**src/rtl/spi_byte_master_if.sv**
```systemverilog
// Byte-level handshake between the AXI-Lite register file and the SPI byte engine.
// The master modport is the requester; the slave modport is the engine.
interface spi_byte_master_if;
    logic [7:0] tx_data;
    logic       tx_valid;
    logic       tx_ready;
    logic       cs_hold;
    logic       cs_release;
    logic [7:0] rx_data;
    logic       rx_valid;
    logic       busy;

    modport master (
        output tx_data, tx_valid, cs_hold, cs_release,
        input  tx_ready, rx_data, rx_valid, busy
    );

    modport slave (
        input  tx_data, tx_valid, cs_hold, cs_release,
        output tx_ready, rx_data, rx_valid, busy
    );
endinterface

```
**src/rtl/spi_byte_master.sv**
```systemverilog
// SPI mode-0 byte engine: shifts one byte MSB-first on MOSI while capturing MISO,
// optionally holding chip-select low across bytes of a multi-byte command.
module spi_byte_master #(
    parameter int unsigned ClkDiv = 10
) (
    input  logic             aclk_i,
    input  logic             aresetn_i,
    spi_byte_master_if.slave bus,
    output logic             spi_sck_o,
    output logic             spi_mosi_o,
    input  logic             spi_miso_i,
    output logic             spi_cs_o
);
    typedef enum logic [2:0] {StIdle, StSetup, StSckHi, StSckLo, StHold, StGap} state_e;

    localparam logic [7:0] PhaseLast = 8'(ClkDiv - 1);

    state_e     state_q;
    logic [7:0] phase_q;
    logic [6:0] tx_sr_q;
    logic [6:0] rx_sr_q;
    logic [7:0] rx_data_q;
    logic [2:0] bit_q;
    logic       hold_q;
    logic       rx_valid_q;
    logic       tx_ready_q;
    logic       busy_q;
    logic       sck_q;
    logic       mosi_q;
    logic       cs_q;
    logic       phase_end;
    logic       accept;

    assign phase_end = (phase_q == PhaseLast);
    // tx_ready_q is only ever set in IDLE and HOLD, so it alone qualifies an accept.
    assign accept    = bus.tx_valid && tx_ready_q;

    always_ff @(posedge aclk_i) begin
        if (!aresetn_i) begin
            state_q    <= StIdle;
            phase_q    <= '0;
            tx_sr_q    <= '0;
            rx_sr_q    <= '0;
            rx_data_q  <= '0;
            bit_q      <= '0;
            hold_q     <= 1'b0;
            rx_valid_q <= 1'b0;
            tx_ready_q <= 1'b0;
            busy_q     <= 1'b0;
            sck_q      <= 1'b0;
            mosi_q     <= 1'b0;
            cs_q       <= 1'b1;
        end else begin
            rx_valid_q <= 1'b0;
            if (accept) begin
                state_q    <= StSetup;
                phase_q    <= '0;
                bit_q      <= '0;
                tx_sr_q    <= bus.tx_data[6:0];
                mosi_q     <= bus.tx_data[7];
                hold_q     <= bus.cs_hold;
                cs_q       <= 1'b0;
                tx_ready_q <= 1'b0;
                busy_q     <= 1'b1;
            end else begin
                unique case (state_q)
                    StIdle: tx_ready_q <= 1'b1;
                    StHold: begin
                        if (bus.cs_release) begin
                            state_q    <= StGap;
                            cs_q       <= 1'b1;
                            tx_ready_q <= 1'b0;
                        end
                    end
                    StSetup, StSckLo: begin
                        if (phase_end) begin
                            state_q <= StSckHi;
                            phase_q <= '0;
                            sck_q   <= 1'b1;
                        end else begin
                            phase_q <= phase_q + 8'd1;
                        end
                    end
                    StSckHi: begin
                        if (phase_end) begin
                            phase_q <= '0;
                            sck_q   <= 1'b0;
                            bit_q   <= bit_q + 3'd1;
                            rx_sr_q <= {rx_sr_q[5:0], spi_miso_i};
                            if (bit_q == 3'd7) begin
                                // Last bit: no trailing low phase, go straight to HOLD/GAP.
                                rx_data_q  <= {rx_sr_q, spi_miso_i};
                                rx_valid_q <= 1'b1;
                                if (hold_q) begin
                                    state_q    <= StHold;
                                    tx_ready_q <= 1'b1;
                                end else begin
                                    state_q <= StGap;
                                    cs_q    <= 1'b1;
                                end
                            end else begin
                                state_q <= StSckLo;
                                mosi_q  <= tx_sr_q[6];
                                tx_sr_q <= {tx_sr_q[5:0], 1'b0};
                            end
                        end else begin
                            phase_q <= phase_q + 8'd1;
                        end
                    end
                    StGap: begin
                        if (phase_end) begin
                            state_q    <= StIdle;
                            phase_q    <= '0;
                            busy_q     <= 1'b0;
                            tx_ready_q <= 1'b1;
                        end else begin
                            phase_q <= phase_q + 8'd1;
                        end
                    end
                    default: state_q <= StIdle;
                endcase
            end
        end
    end

    assign bus.tx_ready = tx_ready_q;
    assign bus.rx_data  = rx_data_q;
    assign bus.rx_valid = rx_valid_q;
    assign bus.busy     = busy_q;
    assign spi_sck_o    = sck_q;
    assign spi_mosi_o   = mosi_q;
    assign spi_cs_o     = cs_q;

endmodule

```
**src/flat_wrapper.sv**
```systemverilog
// flat-port wrapper written by rule: the top's interface ports become plain ports
module spi_byte_master_flat 
#(
    parameter int unsigned ClkDiv = 10
)
  (aclk_i, aresetn_i, spi_sck_o, spi_mosi_o, spi_miso_i, spi_cs_o, bus_tx_data, bus_tx_valid, bus_cs_hold, bus_cs_release, bus_tx_ready, bus_rx_data, bus_rx_valid, bus_busy);
  spi_byte_master_if bus_i ();
  input  logic aclk_i;
  input  logic aresetn_i;
  output logic spi_sck_o;
  output logic spi_mosi_o;
  input  logic spi_miso_i;
  output logic spi_cs_o;
  input wire logic [$bits(bus_i.tx_data)-1:0] bus_tx_data;
  input wire logic [$bits(bus_i.tx_valid)-1:0] bus_tx_valid;
  input wire logic [$bits(bus_i.cs_hold)-1:0] bus_cs_hold;
  input wire logic [$bits(bus_i.cs_release)-1:0] bus_cs_release;
  output wire logic [$bits(bus_i.tx_ready)-1:0] bus_tx_ready;
  output wire logic [$bits(bus_i.rx_data)-1:0] bus_rx_data;
  output wire logic [$bits(bus_i.rx_valid)-1:0] bus_rx_valid;
  output wire logic [$bits(bus_i.busy)-1:0] bus_busy;
  assign bus_i.tx_data = bus_tx_data;
  assign bus_i.tx_valid = bus_tx_valid;
  assign bus_i.cs_hold = bus_cs_hold;
  assign bus_i.cs_release = bus_cs_release;
  assign bus_tx_ready = bus_i.tx_ready;
  assign bus_rx_data = bus_i.rx_data;
  assign bus_rx_valid = bus_i.rx_valid;
  assign bus_busy = bus_i.busy;
  spi_byte_master #(.ClkDiv(ClkDiv)) u_core (.aclk_i(aclk_i), .aresetn_i(aresetn_i), .bus(bus_i), .spi_sck_o(spi_sck_o), .spi_mosi_o(spi_mosi_o), .spi_miso_i(spi_miso_i), .spi_cs_o(spi_cs_o));
endmodule
```
**config.mk**
```make
export PLATFORM = sky130hd
export DESIGN_NAME = spi_byte_master_flat
export DESIGN_NICKNAME = d
export VERILOG_FILES = /design/src/rtl/spi_byte_master_if.sv /design/src/rtl/spi_byte_master.sv /design/src/flat_wrapper.sv
export SDC_FILE = /design/constraint.sdc
export NUM_CORES = 1
export LEC_CHECK = 0
export BUFFER_PORTS_ARGS = -buffer_cell sky130_fd_sc_hd__buf_2
export CORE_ASPECT_RATIO = 0.75
export CORE_MARGIN = 8
export CORE_UTILIZATION = 55
export DETAILED_ROUTE_END_ITERATION = 10
export PLACE_DENSITY = 0.77
export SYNTH_ARGS = -nofsm -noshare
export SYNTH_HDL_FRONTEND = slang
export SYNTH_SLANG_ARGS = --single-unit
```
**constraint.sdc**
```tcl
create_clock -name aclk_i -period 5.6 [get_ports aclk_i]
set_clock_uncertainty 0.15 [all_clocks]
set_input_delay 0.56 -clock aclk_i [delete_from_list [all_inputs] [get_ports aclk_i]]
set_output_delay 0.56 -clock aclk_i [all_outputs]
set_load 0.01 [all_outputs]
```
; ---- Yosys cells after proc, flatten, opt, wreduce, memory -nomap -nowiden
; Index checks and enable logic that the tools add are counted.
[word_totals]
inputBits = 14
output_inout_bits = 14
register_bits = 43
[op_classes]
muxes = 34
n_reduce_logical = 22
add_sub_neg = 2
n_eq_ne = 21
n_bitwise = 5
[ops]
columns = op, n
row1 = $mux W7, 4
row2 = $mux W1, 20
row3 = $mux W3, 5
row4 = $pmux W3 S5, 1
row5 = $reduce_and A5 Y1, 3
row6 = $ne A2 B1 Y1 const B, 7
row7 = $ne A3 B1 Y1 const B, 4
row8 = $eq A3 B3 Y1 const B, 3
row9 = $add A8 B1 Y8 const B, 1
row10 = $eq A8 B4 Y1 const B, 1
row11 = $mux W8, 1
row12 = $reduce_and A4 Y1, 2
row13 = $reduce_bool A2 Y1, 4
row14 = $reduce_or A4 Y1, 2
row15 = $eq A3 B2 Y1 const B, 2
row16 = $reduce_and A3 Y1, 2
row17 = $reduce_and A6 Y1, 1
row18 = $not A1 Y1, 5
row19 = $pmux W1 S2, 2
row20 = $pmux W1 S4, 1
row21 = $reduce_and A2 Y1, 2
row22 = $reduce_bool A4 Y1, 1
row23 = $reduce_or A2 Y1, 2
row24 = $add A3 B1 Y3 const B, 1
row25 = other kinds (7), 7

; ---- Logic depth before layout (Yosys ltp)
[depth]
depth_word = 5
depth_mapped = 7
ltp_nobuf = 6

; ---- Worst setup path after synthesis
; OpenSTA, ideal clock, no wires.
[synth_path]
path_type = reg-to-reg
from = register u_core.phase_q[0]
to = register u_core.mosi_q (netlist: u_core.spi_mosi_o)
slack_ns = 3.455
path_stages_with_launch = 7
t_arrival_ns = 1.863
required_ns = 5.318
setup_time_ns = 0.132
synth_period_minus_slack_ns = 2.145
path_cell_list = dfxtp_1 > ha_1 > or4b_4 > or4_1 > buf_4 > mux2i_1 > a21oi_1
[synth_via]
elab_chain_cells = 3
[synth_rtl]
columns = element, line
row1 = from (decl), spi_byte_master.sv:19  ; logic [7:0] phase_q;
row2 = from (signal assigned), spi_byte_master.sv:81  ; phase_q <= phase_q + 8'd1;
row3 = from (signal assigned), spi_byte_master.sv:107  ; phase_q <= phase_q + 8'd1;
row4 = from (signal assigned), spi_byte_master.sv:117  ; phase_q <= phase_q + 8'd1;
row5 = $eq A8 B4 Y1, spi_byte_master.sv:34  ; assign phase_end = (phase_q == PhaseLast);
row6 = $reduce_bool A2 Y1 (no source line), n/a
row7 = $reduce_and A3 Y1 (no source line), n/a
row8 = to (signal assigned), spi_byte_master.sv:60  ; mosi_q <= bus.tx_data[7];
row9 = to (signal assigned), spi_byte_master.sv:103  ; mosi_q <= tx_sr_q[6];
row10 = to (decl), spi_byte_master.sv:29  ; logic mosi_q;
; No other way between the ends.
; A chain may end at the register's enable or synchronous reset.

; ---- Worst setup path in the final report
[layout_path]
from = register u_core.phase_q[0]
to = register u_core.rx_data_q[6] (netlist: u_core.bus.rx_data[6])
[layout_via]
elab_chain_cells = 2
[layout_rtl]
columns = element, line
row1 = $eq A8 B4 Y1, spi_byte_master.sv:34
row2 = $reduce_and A4 Y1 (no source line), n/a
row3 = to (signal assigned), spi_byte_master.sv:92  ; rx_data_q <= {rx_sr_q, spi_miso_i};
row4 = to (decl), spi_byte_master.sv:22  ; logic [7:0] rx_data_q;
; No other way between the ends.

==> results.py <==
metrics = {
    "timing": {
        "maxSlewViolCount": 0,
        "timing.hold.ws_ns": 0.3342,
        "slew_headroom_pct": 58.00,
        "worst_pin_slew_ns": 0.6284,
        "setup_viol": 0,
        "rsz0062_at_grt": "no",
        "period_minus_slack_ns": 2.449,
        "finalCritPeriodShare_pct": 43.74,
        "max_clock_freq_ghz": 0.4083,
        "tns_ns": 0,
        "hold_violations": 0,
    },
    "die": {
        "coreArea_sq_um": 3288,
        "die_area_sq_um": 5583,
        "rows": 18,
        "die_h_microns": 66.74,
        "start_util_pct": 57.42,
        "die_w_microns": 83.66,
        "io_pins": 28,
    },
    "hold_path": {
        "holdPathStages": 2,
        "worstHoldStart": "u_core.tx_sr_q[0]",
        "hold_end": "u_core.tx_sr_q[0]",
        "hold_path.class": "flop to flop",
    },
    "synth": {
        "yosysTopAreaCell": "dfxtp_1",
        "syn_area_sq_um": 1888,
        "synth_cells": 199,
        "syn_avg_cell_area_sq_um": 9.488,
        "synth_ff_type": "dfxtp_1",
        "synth_edf_count": 0,
        "synth_most_common_cell": "dfxtp_1",
        "synthArstFlopShare_pct": 0,
        "synth.distinct_cells": 40,
        "synthTopCellsByArea": "dfxtp_1, mux2i_1, nand2_1, nor2b_1, o21ai_0",
        "ys_warn_count": 0,
        "ys_seq_area_share_pct": 45.59,
        "yosys.area.top_type_share_pct": 45.59,
        "syn-num-nets": 217,
        "synthTopCellsByCount": "dfxtp_1, mux2i_1, nand2_1",
        "ys_seq_elements": 43,
    },
    "clocking": {
        "cts-buffers-inserted": 5,
        "cts_tree": "done",
        "cts_hold_buf": 0,
        "cts_resized": 0,
        "post_cts_buffers": 0,
        "clk_pin_slew_worst_paths_ns": 0.08,
        "clk_path_buf_depth": 2,
        "ctsRootBufferMaster": "clkbuf_8",
        "htree_levels": 2,
        "cts.sinks": 43,
        "clk-insertion-delay-late_ns": 0.30,
    },
    "routing": {
        "ant_nets": 0,
        "first_pass_iters": 4,
        "wirelength_mm": 4.083,
        "viasPerCell": 5.686,
        "drc": 0,
        "vias": 1501,
        "drtIter0Drc": 82,
        "routedWlPerCell_microns": 15.47,
    },
    "placed_design": {
        "gp_congestion": 0.8575,
        "post-dp-hpwl_mm": 3.026,
        "io_buffers": 27,
        "placedCellCount": 256,
    },
    "worst_setup_path": {
        "crit_family": "simple AND/OR/NAND/NOR gates",
        "r2r-start": "u_core.phase_q[0]",
        "regToRegSetupSlack_ns": 3.15,
        "cp.buffers_inverters": 0,
        "crit_path_start": "u_core.phase_q[0]",
        "worstPathCellList": "ha_1 > or4b_4 > or4b_1 > mux2i_1 > nor2b_1",
        "required_ns": 5.65,
        "start_kind": "flop",
        "worstPathArrival_ns": 2.50,
        "crit_path_end_kind": "flop",
        "critPathKind": "flop to flop",
        "path_max_fanout": 8,
        "reg2regPathDepth": 5,
        "slowest_delay_ns": 0.78,
        "cp_slowest_cell": "or4b_1",
        "rr_endpoint": "u_core.bus.rx_data[6]",
    },
    "cells_and_area": {
        "regArea_sq_um": 860.8,
        "area_growth_pct": 14.18,
        "nets": 241,
        "multiInputGateArea_sq_um": 969.7,
        "n_fill_cell": 271,
        "final_cells": 264,
        "diodes": 0,
        "drive_above_1_share_pct": 16.52,
    },
    "run_status": {
        "status": "finished clean",
    },
    "global_routing": {
        "gr-total-overflow": 0,
        "grt_max_degree": 32,
        "antenna_found_initial": 0,
        "grt_pass1_vias": 1516,
        "grtUsageTotal_pct": 15.46,
        "grt_pass1_wl_mm": 7.003,
    },
    "pwr": {
        "p_int_w": 0.0005071,
        "power_leakage_nw": 0.9785,
        "power_frac_seq_pct": 50.1,
        "power_density_nw_per_um2": 296.2,
        "power.net_switching_w": 0.0001313,
        "peakVddDrop_mv": 0.1572,
        "pwr-share-comb_pct": 5.9,
        "p_sw_share_pct": 20.57,
        "power_frac_clock_pct": 44.0,
    },
    "flow_run": {
        "cap_viol_max_count": 0,
    },
}
area by class of cell:
cell class | instances | area share [%]
inverter | 2 | 0.3482
timing repair buffer | 27 | 6.268
sequential | 43 | 39.93
clock buffer | 6 | 3.366
clock inverter | 2 | 2.786
multi-input combinational | 144 | 44.98
tap | 40 | 2.322
layout by cell type (no fill, tap or decap), types with 2 or more instances in the layout:
master	instances
clkbuf_8	5
nor2_1	16
nor2b_1	11
a21oi_1	10
xor2_1	4
nand3_1	5
o21ai_0	13
o2111ai_1	2
mux2i_1	26
a21boi_0	5
bufinv_16	2
buf_2	27
inv_1	2
dfxtp_1	43
nand2_1	20
nor3_1	2
or3b_1	2
or3_1	3
ha_1	4
a311oi_1	2
cell families (layout without fill, tap and decap cells):
| logic type | count (synthesis) | after routing | synth area share, % |
|---|---|---|---|
| DFF | 43 | 43 | 45.59 |
| AOI/OAI and AO/OA | 39 | 39 | 13.06 |
| and+or+nand+nor | 70 | 70 | 19.55 |
| buffers and inverters | 12 | 37 | 3.049 |
| muxes | 26 | 26 | 13.78 |
| adders and majority gates | 4 | 4 | 2.651 |
| xor gates and xnor gates | 5 | 5 | 2.319 |
sequential cells by signal, indices dropped and copies added (netlist names), 3 cells and up:
signal / cells
u_core.bus.rx_data: 8
u_core.phase_q: 8
u_core.rx_sr_q: 7
u_core.tx_sr_q: 7
u_core.bit_q: 3
u_core.state_q: 3
how the worst max path moves through the flow:
| stage | endpoint | slack (ns) | cells past startpoint |
|---|---|---|---|
| 2_1_floorplan | u_core.spi_mosi_o | 3.46 | 6 |
| 3_3_place_gp | u_core.bus.rx_data[5] | 3.23 | 5 |
| 3_5_place_dp | u_core.bus.rx_data[6] | 3.13 | 5 |
| 4_1_cts | u_core.bus.rx_data[6] | 3.13 | 5 |
| 5_1_grt | u_core.tx_sr_q[3] | 3.04 | 5 |
| 6_report | u_core.bus.rx_data[6] | 3.15 | 5 |
power by group through the flow:
stage	logic [W]	registers [W]	clock network, W
detailed placement	0.0000376	0.000327	0
global route	0.0000420	0.000321	0.000299
global placement	0.0000356	0.000326	0
floorplan	0.0000248	0.000326	0
CTS	0.0000377	0.000320	0.000287
finish	0.0000376	0.000320	0.000281
tightest hold or removal path: cells and delay by family, from the launching register on:
kind / cells / cell delay (ns)
and+or+nand+nor: 1 / 0.06
AOI/OAI and AO/OA: 1 / 0.06
DFF: 1 / 0.31
metal layers:
| layer | routed length, microns | global-route usage (%) | up-vias |
|---|---|---|---|
| met5 | 0 | 0 | - |
| met4 | 81 | 7.940 | 0 |
| met3 | 201 | 5.116 | 8 |
| met2 | 2017 | 28.43 | 27 |
| met1 | 1782 | 15.60 | 712 |
| li1 | - | - | 754 |
metrics by stage:
stage          utilization [%]  setup WS [ns]  area [sq um]  total power, W
2_1_floorplan                -          3.455          1888       0.0003504
3_3_place_gp             61.53          3.231          2023       0.0003618
3_5_place_dp             61.53          3.131          2023       0.0003645
4_1_cts                  65.56          3.126          2156       0.0006441
5_1_grt                  65.56          3.037          2156       0.0006624
6_report                 65.56          3.151          2156       0.0006385
(Power assumes the default switching activity.)
